===== src/rtl/key_press_emulator.sv =====
// Key-press stimulus source: press bounce, clean hold, release bounce, settled release.
// Optional KEY_EMU_LFSR_EN selects pseudo-random bounce segment lengths from a 16-bit LFSR.
module key_press_emulator #(
    parameter int unsigned BOUNCE_WIN   = 25000,
    parameter int unsigned GLITCH_BITS  = 8,
    parameter int unsigned HOLD_W       = 24,
    parameter logic        ACTIVE_LEVEL = 1'b1
) (
    input  logic              Sys_CLK,
    input  logic              Rst_n,
    input  logic              start,
    input  logic [HOLD_W-1:0] hold_cycles,
    output logic              busy,
    output logic              done,
    output logic              Key_out
);

    localparam int unsigned       WIN_W    = $clog2(BOUNCE_WIN);
    localparam int unsigned       SEG_W    = GLITCH_BITS + 1;
    localparam logic [WIN_W-1:0]  WIN_LAST = WIN_W'(BOUNCE_WIN - 1);
    localparam logic [WIN_W-1:0]  WIN_ONE  = WIN_W'(1);
    localparam logic [SEG_W-1:0]  SEG_ONE  = SEG_W'(1);
    localparam logic [HOLD_W-1:0] HOLD_ONE = HOLD_W'(1);
    localparam logic              KEY_ON   = ACTIVE_LEVEL;
    localparam logic              KEY_OFF  = ~ACTIVE_LEVEL;

    typedef enum logic [2:0] {
        IDLE,
        PRESS_BOUNCE,
        HOLD,
        RELEASE_BOUNCE,
        DONE
    } state_e;

    state_e              state_q, state_d;
    logic [WIN_W-1:0]    win_q, win_d;
    logic [SEG_W-1:0]    seg_q, seg_d;
    logic [HOLD_W-1:0]   hold_q, hold_d;
    logic                busy_q, busy_d;
    logic                done_q, done_d;
    logic                key_q, key_d;
    logic [SEG_W-1:0]    seg_len;

`ifdef KEY_EMU_LFSR_EN
    logic [15:0] lfsr_q, lfsr_d;
    logic        seg_load;

    assign seg_len = {1'b0, lfsr_q[GLITCH_BITS-1:0]} + SEG_ONE;

    // A segment load happens on every bounce-window entry and on every in-window expiry.
    always_comb begin
        seg_load = ((state_d == PRESS_BOUNCE) || (state_d == RELEASE_BOUNCE)) &&
                   ((state_d != state_q) || (seg_q == SEG_ONE));
        lfsr_d = lfsr_q;
        if (seg_load) begin
            lfsr_d = {lfsr_q[14:0], lfsr_q[15] ^ lfsr_q[13] ^ lfsr_q[12] ^ lfsr_q[10]};
        end
    end

    always_ff @(posedge Sys_CLK or negedge Rst_n) begin
        if (!Rst_n) begin
            lfsr_q <= 16'hACE1;
        end else begin
            lfsr_q <= lfsr_d;
        end
    end
`else
    localparam logic [SEG_W-1:0] SEG_FIXED = SEG_W'(1 << (GLITCH_BITS - 1));

    assign seg_len = SEG_FIXED;
`endif

    always_ff @(posedge Sys_CLK or negedge Rst_n) begin
        if (!Rst_n) begin
            state_q <= IDLE;
            win_q   <= '0;
            seg_q   <= '0;
            hold_q  <= '0;
            busy_q  <= 1'b0;
            done_q  <= 1'b0;
            key_q   <= KEY_OFF;
        end else begin
            state_q <= state_d;
            win_q   <= win_d;
            seg_q   <= seg_d;
            hold_q  <= hold_d;
            busy_q  <= busy_d;
            done_q  <= done_d;
            key_q   <= key_d;
        end
    end

    always_comb begin
        state_d = state_q;
        win_d   = win_q;
        seg_d   = seg_q;
        hold_d  = hold_q;
        case (state_q)
            IDLE, DONE: begin
                if (start) begin
                    state_d = PRESS_BOUNCE;
                    hold_d  = hold_cycles;
                    win_d   = '0;
                    seg_d   = seg_len;
                end else begin
                    state_d = IDLE;
                end
            end
            PRESS_BOUNCE, RELEASE_BOUNCE: begin
                if (win_q != WIN_LAST) begin
                    win_d = win_q + WIN_ONE;
                    seg_d = (seg_q == SEG_ONE) ? seg_len : (seg_q - SEG_ONE);
                end else if (state_q == RELEASE_BOUNCE) begin
                    state_d = DONE;
                end else if (hold_q == '0) begin
                    state_d = RELEASE_BOUNCE;
                    win_d   = '0;
                    seg_d   = seg_len;
                end else begin
                    state_d = HOLD;
                end
            end
            HOLD: begin
                hold_d = hold_q - HOLD_ONE;
                if (hold_q == HOLD_ONE) begin
                    state_d = RELEASE_BOUNCE;
                    win_d   = '0;
                    seg_d   = seg_len;
                end
            end
            default: state_d = IDLE;
        endcase
    end

    // Outputs are computed for the upcoming cycle so every port comes straight from a flop.
    always_comb begin
        busy_d = (state_d == PRESS_BOUNCE) || (state_d == HOLD) || (state_d == RELEASE_BOUNCE);
        done_d = (state_d == DONE);
        key_d  = KEY_OFF;
        case (state_d)
            PRESS_BOUNCE: begin
                if ((state_q != PRESS_BOUNCE) || (win_d == WIN_LAST)) begin
                    key_d = KEY_ON;
                end else if (seg_q == SEG_ONE) begin
                    key_d = ~key_q;
                end else begin
                    key_d = key_q;
                end
            end
            HOLD: key_d = KEY_ON;
            RELEASE_BOUNCE: begin
                if ((state_q != RELEASE_BOUNCE) || (win_d == WIN_LAST)) begin
                    key_d = KEY_OFF;
                end else if (seg_q == SEG_ONE) begin
                    key_d = ~key_q;
                end else begin
                    key_d = key_q;
                end
            end
            default: key_d = KEY_OFF;
        endcase
    end

    assign busy    = busy_q;
    assign done    = done_q;
    assign Key_out = key_q;

endmodule

===== config.mk =====
export PLATFORM = sky130hd
export DESIGN_NAME = key_press_emulator
export DESIGN_NICKNAME = d
export VERILOG_FILES = /design/src/rtl/key_press_emulator.sv
export SDC_FILE = /design/constraint.sdc
export NUM_CORES = 1
export LEC_CHECK = 0
export ABC_AREA = 1
export BUFFER_PORTS_ARGS = -buffer_cell sky130_fd_sc_hd__buf_2
export CORE_UTILIZATION = 45
export CTS_CLUSTER_SIZE = 24
export DETAILED_ROUTE_END_ITERATION = 12
export PLACE_DENSITY = 0.63
export REMOVE_ABC_BUFFERS = 1
export SKIP_LAST_GASP = 1
export SYNTH_ARGS = -nofsm -noshare
export SYNTH_HDL_FRONTEND = slang
export SYNTH_SLANG_ARGS = --single-unit

===== constraint.sdc =====
create_clock -name Sys_CLK -period 1.9 [get_ports Sys_CLK]
set_input_delay 0.095 -clock Sys_CLK [delete_from_list [all_inputs] [get_ports Sys_CLK]]
set_output_delay 0.095 -clock Sys_CLK [all_outputs]
set_load 0.02 [all_outputs]

==> results.md <==
* TritonCTS clock tree: built
* Worst Tran Pin Value at 0.393 ns
* Root buf cell: clkbuf_8
* Placed inst area at between 4000 and 5000 um2
* Synth cell count leaders: nand2_1 (109), nor2_1 (68), inv_1 (57)
* CTS max path bufs at 2
* Largest family of logic cells by synthesized area: simple AND/OR/NAND/NOR gates
* Top-count cell post-synth: nand2_1
* Initial antenna violation count at 0
* Input/output buffers at 29
* Die Height at roughly 93 um
* Vias after detailed routing at 3914
* Worst-path clk slew at around 0.11 ns
* Synth Flop Type: dfrtp_1
* Leakage Power at 2.52 nW
* Tot Pwr at approximately 1.9 mW
* Final worst path period share at 1.07
* Synth Area in XOR/XNOR at 0.0377
* Area Growth Syn to Fin at 43.4%
* Total congestion overflow at 0
* Part of the Yosys area used for sequential elements at 0.364
* Pre-CTS WS at -0.168 ns
* Synthesized cell area at ~3700 um2
* Post-route ant nets at 0
* CTS H-tree lvls at 2
* Fmax achieved at roughly 0.49 GHz
* Ant. Diodes at 0
* DR iter-0 viols at 199
* All-Layer GR Usage at 0.263
* Vias in the first global route at 3803
* Hpwl dp at about 7600 um
* Largest net degree at the start of global routing at 55
* Slew Limit Fails at 0
* GP Congestion at 0.938
* Warnings, synthesis at 0
* Ys async rst share at 1.00
* Post-Synth Simple-Gate Area at 0.381
* Clock skew at 0.0126 ns
* Max IR drop VDD at 0.270 mV
* Hold WC Path Type: in2reg
* Layout cell share with drive strength beyond 1 at 0.408
* Final std cells w/o fill at ~760
* Core Rows at 32
* Finished Cell Area at about 5300 um2
* Clock Latency Late Sink at 0.32 ns
* Failing checks: negative setup slack
* Mean Syn Cell Area at 7.34 um2
* Syn Inst Count at between 500 and 600
* Critical Path RT at about 2.1 ns
* Compound-gate portion of the synthesized area at 0.117
* Final Util at 0.679
* First-pass GRT wire length at roughly 18000 um
* PwrDens at ~360 nW/um2
* Unrepaired setup endpoints after global routing: yes
* Final Hold Vio Count at 0
* Clock Sinks at 54
* DR DRC count at 0
* CP Launch Type: register
* Outcome: finished with violations
* Ports at 30
* Critical Path Sink Type: register
* Mux cell area share after synthesis at 0
* Top-area cell type share of the netlist area at 0.364
* Synthesized flop and latch total at 54
* CORE AREA at just under 8000 um2
* Worst slew margin at 0.735
* Die Area at around 8600 um2
* Placed cells at 728
* Area leader, netlist: dfrtp_1
* Critical path type: reg2reg
* Die Width at roughly 93 um
* Max cap viols at 0
* Max FO, Critical Path at 7
* Routed WL at between 10000 and 15000 um
* Post-synth EDFFs at 0
* Nets at slightly below 700
* Setup-failing EPs final at 12
* Vias per cell at ~5
* Wire per inst at ~14 um
* Sum of negative setup slack at -0.886 ns
* Adder-cell share of the synthesized area at 0.0202
* Yosys cell types at between 40 and 50
* CTS Buf Count at 5
* PnR worst setup slack at -0.141 ns
* Hold WS at 0.00626 ns
* Starting Density at 0.473
* Crit path DAT at 2.27 ns
* First-pass DRT Iterations at 5
* Post-route minimum period at around 2.0 ns
* Area contributors post-synth: dfrtp_1 (36%), nand2_1 (11%), nor2_1 (6.9%)
## critical path: stages, from the launching register on
cell      delay [ns]
dfrtp_1         0.40
nor2_2          0.16
nand2_2         0.13
nor2_4          0.13
nand3_2         0.10
nand2_2         0.11
nand2_4         0.11
a21boi_2        0.18
nand2_1         0.11
nor2_1          0.13
nand4_1         0.10
nor2_2          0.13
nor2_1          0.06
nor2_2          0.07
nand2_1         0.05
## layer usage
metal / GRT usage / share of wire / vias to the layer above
met2: 0.434 / 0.47 / 95
met3: 0.0328 / 0.047 / 20
li1: - / - / 1958
met1: 0.360 / 0.46 / 1841
met4: 0.0808 / 0.017 / 0
met5: 0 / 0 / -
## cell families after synthesis
group	after synthesis
adders and majority gates	6
AOI/OAI and AO/OA	71
DFF	54
buffers and inverters	74
and+or+nand+nor	285
xor gates and xnor gates	16
## registers in the layout (all words and copies together), names as in the netlist
signal	flops
state_q	3
hold_q	24
done	1
win_q	15
busy	1
Key_out	1
seg_q	9
## power breakdown
part / leakage (nW) / switching, mW / internal [mW]
sequential: 0.625 / 0 / 1.15
combinational: 1.85 / 0.0342 / 0.0309
clock: 0.0472 / 0.420 / 0.295
## worst paths after layout
| kind | start | to | slack, ns | cells past startpoint |
|---|---|---|---|---|
| hold / removal | hold_cycles[6] | hold_q[6] | 0.006 | 3 |
| setup / recovery | hold_q[3] | Key_out | -0.14 | 14 |
| hold reg to reg | seg_q[3] | seg_q[3] | 0.59 | 2 |
| min in group asynchronous | Rst_n | hold_q[21] | 0.30 | 3 |
| max in group asynchronous | Rst_n | win_q[3] | 1.33 | 3 |
| setup reg to reg | hold_q[3] | Key_out | -0.14 | 14 |
## layout make-up
cell class | instances | area, um2
Fill cell | 670 | 2520
Timing Repair Buffer | 157 | 1170
Multi-Input combinational cell | 378 | 2330
Inverter | 65 | 256
Clock buffer | 6 | 82.6
Clock inverter | 2 | 12.5
Sequential cell | 54 | 1350
Tap cell | 102 | 128
## repair_timing
item | CTS | global route
hold buffers | 6 | 0
hold endpoints to repair | 59 | 0
setup buffers | 11 | 13
gates resized for setup | 45 | 41
endpoints found under the setup margin | 14 | 25
pin swaps | 27 | 37
## cell usage in the layout (no fill, tap or decap), types with 18 or more instances in the layout
master,count
a21oi_1,21
buf_2,29
buf_4,111
dfrtp_1,53
inv_1,50
nand2_1,102
nand3_1,26
nor2_1,54
nor2_2,21
nor2_4,18
Power figures use the tool's default switching activity.
